`config.mk`:
```
export PLATFORM = sky130hd
export DESIGN_NAME = lsu_dmem_master_flat
export DESIGN_NICKNAME = d
export VERILOG_FILES = /design/src/rtl/lsu_pkg.sv /design/src/rtl/lsu_dmem_master_if.sv /design/src/rtl/lsu_load_ext.sv /design/src/rtl/lsu_dmem_master.sv /design/src/flat_wrapper.sv
export SDC_FILE = /design/constraint.sdc
export NUM_CORES = 1
export LEC_CHECK = 0
export CAP_MARGIN = 20
export CORE_MARGIN = 2
export CORE_UTILIZATION = 42
export CTS_CLUSTER_SIZE = 12
export DETAILED_ROUTE_END_ITERATION = 7
export PLACE_DENSITY = 0.79
export SYNTH_ARGS = -nofsm -noshare
export SYNTH_HDL_FRONTEND = slang
export SYNTH_SLANG_ARGS = --single-unit
```
`constraint.sdc`:
```
create_clock -name clk -period 3.81 [get_ports clk]
set_clock_uncertainty 0.1 [all_clocks]
set_input_delay 0.381 -clock clk [delete_from_list [all_inputs] [get_ports clk]]
set_output_delay 0.381 -clock clk [all_outputs]
set_load 0.02 [all_outputs]
```
`src/rtl/lsu_pkg.sv`:
```
// lsu_pkg
// Shared definitions for the load/store unit data-memory master.
//   op_t     : CPU memory operation encoding (LW..SB)
//   width_t  : data-memory access width code driven on dm_w_cs / dm_r_cs
//   fault_t  : response fault code
//   state_t  : request FSM state
// Helper functions classify an op by width, direction and alignment.
package lsu_pkg;

    typedef enum logic [2:0] {
        OP_LW  = 3'b000,
        OP_LH  = 3'b001,
        OP_LHU = 3'b010,
        OP_LB  = 3'b011,
        OP_LBU = 3'b100,
        OP_SW  = 3'b101,
        OP_SH  = 3'b110,
        OP_SB  = 3'b111
    } op_t;

    // W_NONE is what the width outputs rest at outside an access.
    typedef enum logic [1:0] {
        W_NONE = 2'b00,
        W_WORD = 2'b01,
        W_HALF = 2'b10,
        W_BYTE = 2'b11
    } width_t;

    typedef enum logic [1:0] {
        FAULT_NONE     = 2'b00,
        FAULT_MISALIGN = 2'b01,
        FAULT_RANGE    = 2'b10
    } fault_t;

    typedef enum logic [1:0] {
        ST_IDLE  = 2'b00,
        ST_ISSUE = 2'b01,
        ST_DONE  = 2'b10
    } state_t;

    function automatic width_t op_width(op_t op);
        case (op)
            OP_LW, OP_SW:         return W_WORD;
            OP_LH, OP_LHU, OP_SH: return W_HALF;
            default:              return W_BYTE;
        endcase
    endfunction

    function automatic logic op_is_store(op_t op);
        return (op == OP_SW) || (op == OP_SH) || (op == OP_SB);
    endfunction

    // Words must sit on a 4-byte boundary, halves on a 2-byte boundary.
    function automatic logic op_misaligned(op_t op, logic [1:0] addr_lo);
        case (op_width(op))
            W_WORD:  return addr_lo != 2'b00;
            W_HALF:  return addr_lo[0];
            default: return 1'b0;
        endcase
    endfunction

endpackage

```
`src/rtl/lsu_dmem_master_if.sv`:
```
// lsu_dmem_master_if
// Bundles the CPU request/response handshake and the data-memory bus.
//   CPU side   : req_valid, req_ready, req_op[2:0], req_addr[31:0], req_wdata[31:0],
//                resp_valid, resp_rdata[31:0], resp_fault, resp_fault_code[1:0]
//   Memory side: dm_ena, dm_wena, dm_w_cs[1:0], dm_r_cs[1:0], dm_addr[31:0],
//                dm_data_in[31:0], dm_data_out[31:0]
// Modports:
//   master : the LSU (drives ready/response and the memory controls)
//   slave  : the environment (CPU control and data memory)
interface lsu_dmem_master_if;

    logic        req_valid;
    logic        req_ready;
    logic [2:0]  req_op;
    logic [31:0] req_addr;
    logic [31:0] req_wdata;

    logic        resp_valid;
    logic [31:0] resp_rdata;
    logic        resp_fault;
    logic [1:0]  resp_fault_code;

    logic        dm_ena;
    logic        dm_wena;
    logic [1:0]  dm_w_cs;
    logic [1:0]  dm_r_cs;
    logic [31:0] dm_addr;
    logic [31:0] dm_data_in;
    logic [31:0] dm_data_out;

    modport master (
        input  req_valid, req_op, req_addr, req_wdata, dm_data_out,
        output req_ready, resp_valid, resp_rdata, resp_fault, resp_fault_code,
               dm_ena, dm_wena, dm_w_cs, dm_r_cs, dm_addr, dm_data_in
    );

    modport slave (
        output req_valid, req_op, req_addr, req_wdata, dm_data_out,
        input  req_ready, resp_valid, resp_rdata, resp_fault, resp_fault_code,
               dm_ena, dm_wena, dm_w_cs, dm_r_cs, dm_addr, dm_data_in
    );

endinterface

```
`src/rtl/lsu_load_ext.sv`:
```
// lsu_load_ext
// Turns the right-justified data-memory read word into the architectural
// load result: LW passes through, LH/LB sign-extend, LHU/LBU zero-extend.
// Store ops produce zero.
//   op     in  op_t     operation of the access being completed
//   data   in  32       memory read data, right-justified
//   result out 32       extended load value
module lsu_load_ext
    import lsu_pkg::*;
(
    input  op_t         op,
    input  logic [31:0] data,
    output logic [31:0] result
);

    always_comb begin
        result = 32'h0000_0000;
        case (op)
            OP_LW:   result = data;
            OP_LH:   result = {{16{data[15]}}, data[15:0]};
            OP_LHU:  result = {16'h0000, data[15:0]};
            OP_LB:   result = {{24{data[7]}}, data[7:0]};
            OP_LBU:  result = {24'h00_0000, data[7:0]};
            default: result = 32'h0000_0000;
        endcase
    end

endmodule

```
`src/rtl/lsu_dmem_master.sv`:
```
// lsu_dmem_master
// Load/store initiator between the multi-cycle CPU datapath and data memory.
// One request at a time: IDLE accepts and checks it, ISSUE drives the memory
// for exactly one cycle, DONE presents a one-cycle response pulse.
// Faulted requests skip ISSUE and never touch the memory.
//
// Parameters:
//   BASE_ADDR   byte address of data-memory word 0
//   DEPTH_WORDS number of 32-bit words in data memory
// Ports:
//   clk  rising-edge clock
//   rst  asynchronous active-high reset
//   bus  lsu_dmem_master_if.master (CPU handshake + data-memory bus)
// Build option:
//   LSU_RANGE_CHECK_EN  when defined, requests whose offset from BASE_ADDR
//                       falls outside the memory fault with code 10.
module lsu_dmem_master
    import lsu_pkg::*;
#(
    parameter logic [31:0] BASE_ADDR   = 32'h1001_0000,
    parameter int          DEPTH_WORDS = 1024
)
(
    input  logic               clk,
    input  logic               rst,
    lsu_dmem_master_if.master  bus
);

`ifdef LSU_RANGE_CHECK_EN
    localparam bit RANGE_CHECK_ON = 1'b1;
`else
    localparam bit RANGE_CHECK_ON = 1'b0;
`endif

    // One bit wider than an address so a 4 GiB memory still compares correctly.
    localparam logic [32:0] SPAN_BYTES = 33'(DEPTH_WORDS) * 33'd4;

    state_t      state_q;
    state_t      state_d;

    op_t         op_q;
    fault_t      fault_q;
    logic [31:0] rdata_q;

    logic        dm_ena_q;
    logic        dm_wena_q;
    width_t      dm_w_cs_q;
    width_t      dm_r_cs_q;
    logic [31:0] dm_addr_q;
    logic [31:0] dm_data_in_q;

    op_t         req_op_in;
    width_t      req_width;
    logic        req_store;
    logic [31:0] req_offset;
    logic        req_out_of_range;
    fault_t      req_fault;
    logic [31:0] load_result;

    // Classify the incoming request. The offset subtraction wraps modulo 2^32,
    // so addresses below BASE_ADDR look huge and land out of range.
    // Misalignment is checked first so it wins when both faults apply.
    always_comb begin
        req_op_in        = op_t'(bus.req_op);
        req_width        = op_width(req_op_in);
        req_store        = op_is_store(req_op_in);
        req_offset       = bus.req_addr - BASE_ADDR;
        req_out_of_range = ({1'b0, req_offset} >= SPAN_BYTES);
        req_fault        = FAULT_NONE;
        if (op_misaligned(req_op_in, bus.req_addr[1:0])) begin
            req_fault = FAULT_MISALIGN;
        end else if (RANGE_CHECK_ON && req_out_of_range) begin
            req_fault = FAULT_RANGE;
        end
    end

    lsu_load_ext u_load_ext (
        .op     (op_q),
        .data   (bus.dm_data_out),
        .result (load_result)
    );

    always_ff @(posedge clk or posedge rst) begin
        if (rst) begin
            state_q <= ST_IDLE;
        end else begin
            state_q <= state_d;
        end
    end

    // Faults jump straight to DONE; good requests spend one cycle in ISSUE.
    always_comb begin
        state_d = state_q;
        case (state_q)
            ST_IDLE: begin
                if (bus.req_valid) begin
                    state_d = (req_fault != FAULT_NONE) ? ST_DONE : ST_ISSUE;
                end
            end
            ST_ISSUE: state_d = ST_DONE;
            ST_DONE:  state_d = ST_IDLE;
            default:  state_d = ST_IDLE;
        endcase
    end

    // Request capture and memory drive. The dm_* registers are loaded on the
    // accepting edge so they are valid for the whole ISSUE cycle, and the
    // strobes fall back to zero on the edge that ends ISSUE. Async reset drops
    // the strobes immediately, abandoning a store whose write edge is pending.
    always_ff @(posedge clk or posedge rst) begin
        if (rst) begin
            op_q         <= OP_LW;
            fault_q      <= FAULT_NONE;
            rdata_q      <= 32'h0000_0000;
            dm_ena_q     <= 1'b0;
            dm_wena_q    <= 1'b0;
            dm_w_cs_q    <= W_NONE;
            dm_r_cs_q    <= W_NONE;
            dm_addr_q    <= 32'h0000_0000;
            dm_data_in_q <= 32'h0000_0000;
        end else begin
            dm_ena_q  <= 1'b0;
            dm_wena_q <= 1'b0;
            dm_w_cs_q <= W_NONE;
            dm_r_cs_q <= W_NONE;
            case (state_q)
                ST_IDLE: begin
                    if (bus.req_valid) begin
                        op_q    <= req_op_in;
                        fault_q <= req_fault;
                        rdata_q <= 32'h0000_0000;
                        if (req_fault == FAULT_NONE) begin
                            dm_ena_q  <= 1'b1;
                            dm_addr_q <= bus.req_addr;
                            if (req_store) begin
                                dm_wena_q    <= 1'b1;
                                dm_w_cs_q    <= req_width;
                                dm_data_in_q <= bus.req_wdata;
                            end else begin
                                dm_r_cs_q    <= req_width;
                                dm_data_in_q <= 32'h0000_0000;
                            end
                        end
                    end
                end
                ST_ISSUE: begin
                    // Memory read is combinational, so the data is ready now.
                    if (!op_is_store(op_q)) begin
                        rdata_q <= load_result;
                    end
                end
                default: begin
                end
            endcase
        end
    end

    assign bus.req_ready       = (state_q == ST_IDLE);
    assign bus.resp_valid      = (state_q == ST_DONE);
    assign bus.resp_rdata      = rdata_q;
    assign bus.resp_fault      = (fault_q != FAULT_NONE);
    assign bus.resp_fault_code = fault_q;

    assign bus.dm_ena          = dm_ena_q;
    assign bus.dm_wena         = dm_wena_q;
    assign bus.dm_w_cs         = dm_w_cs_q;
    assign bus.dm_r_cs         = dm_r_cs_q;
    assign bus.dm_addr         = dm_addr_q;
    assign bus.dm_data_in      = dm_data_in_q;

endmodule

```
`src/flat_wrapper.sv`:
```
// flat-port wrapper written by rule: the top's interface ports become plain ports
module lsu_dmem_master_flat import lsu_pkg::*;
#(
    parameter logic [31:0] BASE_ADDR   = 32'h1001_0000,
    parameter int          DEPTH_WORDS = 1024
)
  (clk, rst, bus_req_valid, bus_req_op, bus_req_addr, bus_req_wdata, bus_dm_data_out, bus_req_ready, bus_resp_valid, bus_resp_rdata, bus_resp_fault, bus_resp_fault_code, bus_dm_ena, bus_dm_wena, bus_dm_w_cs, bus_dm_r_cs, bus_dm_addr, bus_dm_data_in);
  lsu_dmem_master_if bus_i ();
  input  logic clk;
  input  logic rst;
  input wire logic [$bits(bus_i.req_valid)-1:0] bus_req_valid;
  input wire logic [$bits(bus_i.req_op)-1:0] bus_req_op;
  input wire logic [$bits(bus_i.req_addr)-1:0] bus_req_addr;
  input wire logic [$bits(bus_i.req_wdata)-1:0] bus_req_wdata;
  input wire logic [$bits(bus_i.dm_data_out)-1:0] bus_dm_data_out;
  output wire logic [$bits(bus_i.req_ready)-1:0] bus_req_ready;
  output wire logic [$bits(bus_i.resp_valid)-1:0] bus_resp_valid;
  output wire logic [$bits(bus_i.resp_rdata)-1:0] bus_resp_rdata;
  output wire logic [$bits(bus_i.resp_fault)-1:0] bus_resp_fault;
  output wire logic [$bits(bus_i.resp_fault_code)-1:0] bus_resp_fault_code;
  output wire logic [$bits(bus_i.dm_ena)-1:0] bus_dm_ena;
  output wire logic [$bits(bus_i.dm_wena)-1:0] bus_dm_wena;
  output wire logic [$bits(bus_i.dm_w_cs)-1:0] bus_dm_w_cs;
  output wire logic [$bits(bus_i.dm_r_cs)-1:0] bus_dm_r_cs;
  output wire logic [$bits(bus_i.dm_addr)-1:0] bus_dm_addr;
  output wire logic [$bits(bus_i.dm_data_in)-1:0] bus_dm_data_in;
  assign bus_i.req_valid = bus_req_valid;
  assign bus_i.req_op = bus_req_op;
  assign bus_i.req_addr = bus_req_addr;
  assign bus_i.req_wdata = bus_req_wdata;
  assign bus_i.dm_data_out = bus_dm_data_out;
  assign bus_req_ready = bus_i.req_ready;
  assign bus_resp_valid = bus_i.resp_valid;
  assign bus_resp_rdata = bus_i.resp_rdata;
  assign bus_resp_fault = bus_i.resp_fault;
  assign bus_resp_fault_code = bus_i.resp_fault_code;
  assign bus_dm_ena = bus_i.dm_ena;
  assign bus_dm_wena = bus_i.dm_wena;
  assign bus_dm_w_cs = bus_i.dm_w_cs;
  assign bus_dm_r_cs = bus_i.dm_r_cs;
  assign bus_dm_addr = bus_i.dm_addr;
  assign bus_dm_data_in = bus_i.dm_data_in;
  lsu_dmem_master #(.BASE_ADDR(BASE_ADDR), .DEPTH_WORDS(DEPTH_WORDS)) u_core (.clk(clk), .rst(rst), .bus(bus_i));
endmodule
```
Word-level counts from Yosys, hierarchy flattened --
Cells that the tools add are included.
Storage, ports and cells: input port bits 102, logic and storage cells 71, register bits after elaboration 109, memory bits (writable) 0, memories 0, latch bits 0, output and inout bits 107, memory bits (read-only) 0
Cells by class: add/subtract/negate cells 0, equality and inequality tests 18, multiply operators 0, $lt $le $gt $ge 0, divide/modulo/power cells 0, multiplexer cells 26, reductions and logical operators 17, bitwise gates (word level) 0, shift operators 0
Operator list (count):
- $pmux 32 s5 | 1
- $mux 32 | 3
- $pmux 32 s2 | 1
- $eq 3x3->1 const B | 7
- $mux 2 | 10
- $eq 3x2->1 const B | 3
- $mux 1 | 8
- $pmux 2 s2 | 2
- $reduce_bool 2->1 | 4
- $eq 3x1->1 const B | 2
- $logic_not 3->1 | 2
- $reduce_and 3->1 | 2
- $eq 2x1->1 const B | 2
- $eq 2x2->1 const B | 2
- $logic_not 2->1 | 2
- $logic_or 1x1->1 | 4
- $ne 2x2->1 const B | 2
- $reduce_or 3->1 | 1
- $pmux 1 s2 | 1
- $reduce_and 2->1 | 1
- $reduce_or 2->1 | 1

Logic depth before layout (Yosys ltp) --
Gate-level depths: netlist of the first run.
depth after elaboration 10, depth in mapped cells 9, gate-level depth less buffers 7

Cells and area by module --
Synthesis of the first run repeated with hierarchy kept, for this count alone.
Unflattened totals: cells, all modules 400, area total of the unflattened synthesis 4844.6 µm²
Modules (own cells, without submodules):
- lsu_dmem_master | area an instance 4306.6 µm², cells an instance 330, seq. area each 2702.6 µm², instances 1
- lsu_load_ext | area an instance 538.0 µm², cells an instance 70, seq. area each 0.0 µm², instances 1

Worst setup path after synthesis of the first run --
OpenSTA, ideal clock, no wires.
path kind input -> register, from input port bus_req_op[0], to register u_core.dm_addr_q[0] (netlist: u_core.bus.dm_addr[0]), library setup time 125 ps, arrival 1996 ps, stages on the path 7, path slack 1589 ps, cell sequence mux2_2 ha_1 nand2b_1 o221ai_2 buf_6 buf_6 mux2_4
Between the ends: longest elaborated chain between the ends 8, elaborated cells between the ends (all ways) 14, those cells by class eq/ne: 6; mux: 3; reduce/logical: 5
RTL lines:
- from (decl) | RTL line flat_wrapper.sv:12 | input wire logic [$bits(bus_i.req_op)-1:0] bus_req_op;
- $eq 3x1->1, or another cell as far along | RTL line lsu_pkg.sv:42 | case (op)
- $reduce_or 3->1 / $reduce_or 2->1 (equally long branches) | RTL line lsu_pkg.sv:42
- $pmux 2 s2 * | RTL line lsu_pkg.sv:42
- $eq 2x2->1 / $eq 2x1->1 (equally long branches) | RTL line lsu_pkg.sv:55 | case (op_width(op))
- $pmux 1 s2 * | RTL line lsu_pkg.sv:55
- $mux 1 * | RTL line lsu_dmem_master.sv:70 | if (op_misaligned(req_op_in, bus.req_addr[1:0])) begin
- $logic_not 2->1 * | RTL line lsu_dmem_master.sv:132 | if (req_fault == FAULT_NONE) begin
- $reduce_and 3->1 (no source line) *
- to (signal assigned) | RTL line lsu_dmem_master.sv:134 | dm_addr_q <= bus.req_addr;
- to (decl) | RTL line lsu_dmem_master.sv:49 | logic [31:0] dm_addr_q;
Mark *: on every way between the ends. The rest lies on a longest branch, timed or not. A chain may end at the register's enable or synchronous reset.

Worst setup path in the final report of the first run --
from input port bus_req_op[0], to register u_core.dm_addr_q[8] (netlist: u_core.bus.dm_addr[8])
The elaborated chain is that of the path after synthesis.

==> impl_metrics.tcl, run 1 <==
set metrics [dict create \
    status "completed" \
    multiInputGateArea_um2 1753 \
    synth-seq-area-share_pct 56.87 \
    cts_tree "built" \
    cts_root_buf "clkbuf_16" \
    first_pass_iters 5 \
    maxCapViolations 0 \
    worst_pin_slew_ps 961.2 \
    cts_hold_buf 0 \
    synthesis.nets 516 \
    max_slew_margin_pct 35.92 \
    design.die.area_um2 12180 \
    netlist_instances 410 \
    core_area_um2 10940 \
    yosys_warnings 0 \
    io_pins 209 \
    synth_seq_cells 108 \
    die_w_um 110.4 \
    clkLatencyLatePin_ps 340 \
    final_common_cell "clkdlybuf4s50_1" \
    dr_total_vias 3732 \
    sw_frac_of_total_pct 35.27 \
    avgRoutedWirePerCell_um 15.98 \
    regArea_um2 2703 \
    layout_common_cells "clkdlybuf4s50_1 (207), dfrtp_1 (108), nand2_1 (74)" \
    h-tree-depth 3 \
    synthDistinctLibCells 30 \
    n_fill_cell 841 \
    clockPowerShare_pct 19.4 \
    rows 38 \
    finalCriticalPeriod_ps 2739 \
    ir_drop_mv 0.3558 \
    hold_viol_final 0 \
    cp-start-kind "input pin" \
    fin_util_pct 66.33 \
    drc 0 \
    routed_wl_mm 12.02 \
    power.switching_uw 1746 \
    setup_viol 0 \
    syn_area_um2 4752 \
    hold_ws_ps 386.7 \
    area_growth_pct 52.63 \
    critPathMaxFanout 23 \
    tns_ps 0 \
    start_util_pct 43.46 \
    slew_violations 0 \
    p_leak_uw 0.003280 \
    worstSetupEndpointType "flop" \
    overflow 0 \
    clock_path_buffers 2 \
    diodes 0 \
    crit_type "input pin to flop" \
    hpwlAfterDp_mm 8.573 \
    io_buffers 207 \
    fmax_ghz 0.3651 \
    regToRegSetupSlack_ps 1900 \
    chipHeight_um 110.4 \
    fin_crit_sh_pct 71.89 \
    drive_gt1_share_pct 9.967 \
    grt_antenna_before_repair 0 \
    crit_required_ps 3930 \
    grt_max_degree 109 \
    hp-class "input pin to asynchronous set/reset pin" \
    cts_inserted_buffers 9 \
    p_int_uw 3204 \
    combPwrFrac_pct 45.0 \
    gp_congestion 0.7177 \
    grt_use_total_pct 19.99 \
    first_global_vias 3865 \
    power_density_nw_per_um2 682.4 \
    cts.sinks 108 \
    cts_resized 0 \
    ant_nets 0 \
    via_per_inst 4.963 \
    pwr-share-seq_pct 35.6 \
    nets 713 \
    initialDrtViolationCount 252 \
    rsz0062_at_grt "no" \
    cp.arrival_ps 2860 \
    avgSynthCellArea_um2 11.59 \
    postCtsSetupBuffers 0 \
    cts.clk_slew.worst_paths_ps 70 \
    grt_first_pass_wirelength_mm 18.83 \
]
[cell type report]
cell class | count | share of cell area [%]
repair buffers | 213 | 29.53
flip-flops and latches | 108 | 37.26
clock inverters | 3 | 0.6210
multi-input cells | 229 | 24.17
inverters | 46 | 2.415
clock buffers | 13 | 3.588
well taps | 140 | 2.415
[cells in the mapped netlist, drive strengths merged]
master    n  area (µm²)
o221ai    1       15.01
nor2b     2       12.51
nand2b    2       12.51
conb      1       3.750
and4b     1       10.01
or3b      1       8.760
xnor2     1       8.760
inv      46       172.7
and3b     1       8.760
nor4      4       25.02
o21a      1       7.510
mux2     35       416.7
o21ba     1       10.01
a22oi    16       120.1
nor3      2       10.01
o21ai     3       15.01
buf      16       95.09
a211oi    1       7.510
mux2i    64       640.6
nand2    74       277.8
a21oi    10       50.05
nor3b     1       18.77
dfrtp   108        2703
clkbuf   11       41.29
ha        4       50.05
nor2      3       11.26
[worst max-delay path: stages]
cell and delay (ps):
clkdlybuf4s50_1 580, mux2_2 400, ha_1 370, nand2b_1 200, o221ai_4 180, buf_4 350
mux2_2 380
[power by group through the flow]
| stage | clock network (µW) | registers [µW] | logic (µW) |
|---|---|---|---|
| 6_report | 958 | 1760 | 2230 |
| 4_1_cts | 982 | 1770 | 2250 |
| 5_1_grt | 1030 | 1810 | 2380 |
| 2_1_floorplan | 0 | 2220 | 719 |
| 3_3_place_gp | 0 | 1760 | 2200 |
| 3_5_place_dp | 0 | 1780 | 2240 |
[path summary, 6_finish.rpt]
| path | from | to | cells past startpoint |
|---|---|---|---|
| min reg2reg | u_core.bus.dm_addr[26] | u_core.bus.dm_addr[26] | 1 |
| min in group clk | u_core.bus.dm_addr[26] | u_core.bus.dm_addr[26] | 1 |
| max reg2reg | u_core.op_q[0] | u_core.bus.resp_rdata[31] | 3 |
| max in group asynchronous | rst | u_core.bus.dm_addr[7] | 3 |
| min | rst | u_core.bus.resp_rdata[20] | 3 |
| max | bus_req_op[0] | u_core.bus.dm_addr[8] | 7 |
[flip-flops by register name, indices dropped and copies added (netlist names), 2 cells and up]
name                   count
u_core.bus.dm_addr        32
u_core.bus.dm_data_in     32
u_core.bus.dm_r_cs         2
u_core.bus.dm_w_cs         2
u_core.bus.resp_rdata     32
u_core.op_q                3
u_core.state_q             2
[metal layers]
layer  GRT usage, %  vias up  share of wire, %
li1               -     1740                 -
met1          23.83     1809                39
met2          33.44      163                49
met3          6.408       20                10
met4          8.214        0               2.3
met5              0        -                 0
[metrics by stage]
step | setup slack, ps | total power (µW) | instance area (µm²) | instances
floorplan | 483.4 | 2940 | 4752 | 410
global placement | 788.6 | 3963 | 6940 | 735
detailed placement | 704.3 | 4022 | 6940 | 735
CTS | 1064 | 4997 | 7246 | 751
global route | 995.6 | 5220 | 7253 | 752
finish | 1071 | 4950 | 7253 | 752
[kinds of logic (layout without fill, tap and decap cells)]
| group | after synthesis | count (layout) | synth area share [%] |
|---|---|---|---|
| compound gates | 33 | 33 | 4.739 |
| simple gates | 91 | 91 | 8.320 |
| xor+xnor | 1 | 1 | 0.1843 |
| other cells | 1 | 1 | 0.07891 |
| fa+ha+maj | 4 | 4 | 1.053 |
| buf+inv | 73 | 275 | 6.503 |
| mux | 99 | 99 | 22.25 |
| flops | 108 | 108 | 56.87 |
No activity file was read; power rests on OpenSTA's default activity.
==> run 2, diff against run 1 <==
CORE_UTILIZATION = 38   (was 42)
PLACE_DENSITY = 0.76   (was 0.79)
clock period = 2.4 ns   (was 3.81 ns; I/O delays follow)
==> run 2 against run 1 <==
Compared with the run above:
- core utilization decreased by 4.6 points
- worst hold slack got worse by 180 ps
- flip-flop and latch count unchanged
- sequential share of layout area decreased by 1.1 points
- sequential power increased by 60%
- routed wire length increased by 0.88%
- register-to-register slack got worse by 1200 ps
- largest power group unchanged
==> impl_metrics.tcl, run 2 (synthesized netlist as in run 1, its figures left out) <==
set metrics [dict create \
    initialDrtViolationCount 210 \
    die_w_um 115.8 \
    gp_congestion 0.7636 \
    hold_viol_final 0 \
    whs_path_depth 4 \
    routed_wl_mm 12.12 \
    drc 0 \
    cts_resized 0 \
    critical_path_buf_inv_count 3 \
    crit_type "input pin to flop" \
    drive_gt1_share_pct 13.15 \
    grt_max_degree 72 \
    cts_hold_buf 0 \
    crit_required_ps 2530 \
    r2r_end "u_core.bus.resp_rdata[21]" \
    design.die.area_um2 13420 \
    power_density_nw_per_um2 1071 \
    hold_ws_ps 209.2 \
    status "completed" \
    chipHeight_um 115.8 \
    placed_area_um2 7137 \
    postCtsSetupBuffers 0 \
    hpwlAfterDp_mm 9.018 \
    rr_worst_depth 4 \
    max_slew_margin_pct 59.22 \
    cts_tree "built" \
    cp.arrival_ps 2450 \
    worstSetupEndpointType "flop" \
    rows 40 \
    ir_drop_mv 0.6014 \
    cts_root_buf "clkbuf_16" \
    start_util_pct 39.24 \
    cts.clk_slew.worst_paths_ps 80 \
    maxCapViolations 0 \
    fin_crit_sh_pct 96.74 \
    cts_inserted_buffers 9 \
    critPathMaxFanout 32 \
    overflow 0 \
    layout_common_cells "clkdlybuf4s50_1 (206), dfrtp_1 (108), nand2_1 (74)" \
    cp_cell_sequence "clkdlybuf4s50_1, mux2_2, ha_1, buf_4, o221ai_4, buf_12, mux2_2" \
    setup_viol 0 \
    clock_path_buffers 2 \
    finalCriticalPeriod_ps 2322 \
    ant_nets 0 \
    slew_violations 0 \
    core_area_um2 12110 \
    worstReg2RegStart "u_core.state_q[0]" \
    via_per_inst 4.671 \
    hp-class "input pin to flop" \
    clkLatencyLatePin_ps 330 \
    first_global_vias 3922 \
    dp_slack_ps -331.5 \
    nets 732 \
    worstHoldEndpoint "u_core.op_q[1]" \
    rsz0062_at_grt "no" \
    path_delay_family "buffers and inverters" \
    slowest_stage "clkdlybuf4s50_1" \
    cts.sinks 108 \
    fin_area_um2 7477 \
    regToRegSetupSlack_ps 670 \
    cpMostUsedCell "mux2_2" \
    grt_first_pass_wirelength_mm 19.11 \
    worst_pin_slew_ps 611.7 \
    grt_use_total_pct 18.20 \
    dr_total_vias 3732 \
    final_common_cell "clkdlybuf4s50_1" \
    diodes 0 \
    cpPeakStageDelay_ps 510 \
    io_pins 209 \
    cp-start-kind "input pin" \
    fin_ws_ps 78.16 \
    area_growth_pct 57.35 \
    grt_antenna_before_repair 1 \
    h-tree-depth 3 \
    io_buffers 207 \
    hp-start "bus_req_op[1]" \
    avgRoutedWirePerCell_um 15.17 \
    p_leak_uw 0.003393 \
    fmax_ghz 0.4307 \
    first_pass_iters 4 \
]
==> run 2: cell types whose count changed in the layout (fill, tap and decap cells not counted), sizes merged <==
cell and change:
clkinv +1, clkdlybuf4s50 -1, clkinvlp +1, dlymetal6s2s +1
inv +1, clkbuf -4, bufinv +1, buf +19
==> run 2: area by class of cell <==
class	instances	area, µm²
inverters	46	176.4
flip-flops and latches	108	2703
clock inverters	7	97.59
fillers	1014	4634
multi-input cells	229	1758
repair buffers	232	2307
well taps	168	210.2
clock buffers	9	225.2
==> run 2: worst register-to-register path: cells and delay by family (launching register included) <==
kind | cells | cell delay, ps
DFF | 1 | 460
and+or+nand+nor | 2 | 710
buffers and inverters | 1 | 260
muxes | 1 | 70
==> run 2: worst max path at each step <==
stage,startpoint,to,slack (ps),cells past startpoint
floorplan,bus_req_op[0],u_core.bus.dm_addr[0],320,7
global placement,bus_req_op[0],u_core.bus.dm_addr[20],-230,7
detailed placement,bus_req_op[0],u_core.bus.dm_data_in[17],-330,8
CTS,bus_req_op[0],u_core.bus.dm_data_in[17],50,8
global route,bus_req_op[0],u_core.bus.dm_addr[19],30,9
finish,bus_req_op[0],u_core.bus.dm_addr[19],80,7
==> run 2: stage by stage <==
step | total power (µW) | utilization, % | TNS (ps) | cells
6_report | 8006 | 61.74 | 0 | 799
4_1_cts | 8096 | 61.59 | 0 | 798
3_3_place_gp | 6382 | 58.93 | -12660 | 782
3_5_place_dp | 6469 | 58.93 | -14790 | 782
5_1_grt | 8447 | 61.74 | 0 | 799
2_1_floorplan | 4667 | - | 0 | 410
==> run 2: routing by layer <==
metal | up-vias | wire, µm | track usage (%)
met1 | 1784 | 4806 | 21.47
met5 | - | 13 | 0
met4 | 2 | 253 | 6.508
met3 | 21 | 1255 | 7.270
met2 | 152 | 5796 | 30.21
li1 | 1773 | - | -
==> run 2: report_power, final <==
group          switching [µW]  internal, µW  total, µW
Clock                     669           921       1590
Sequential                373          2430       2810
Combinational            1770          1840       3610
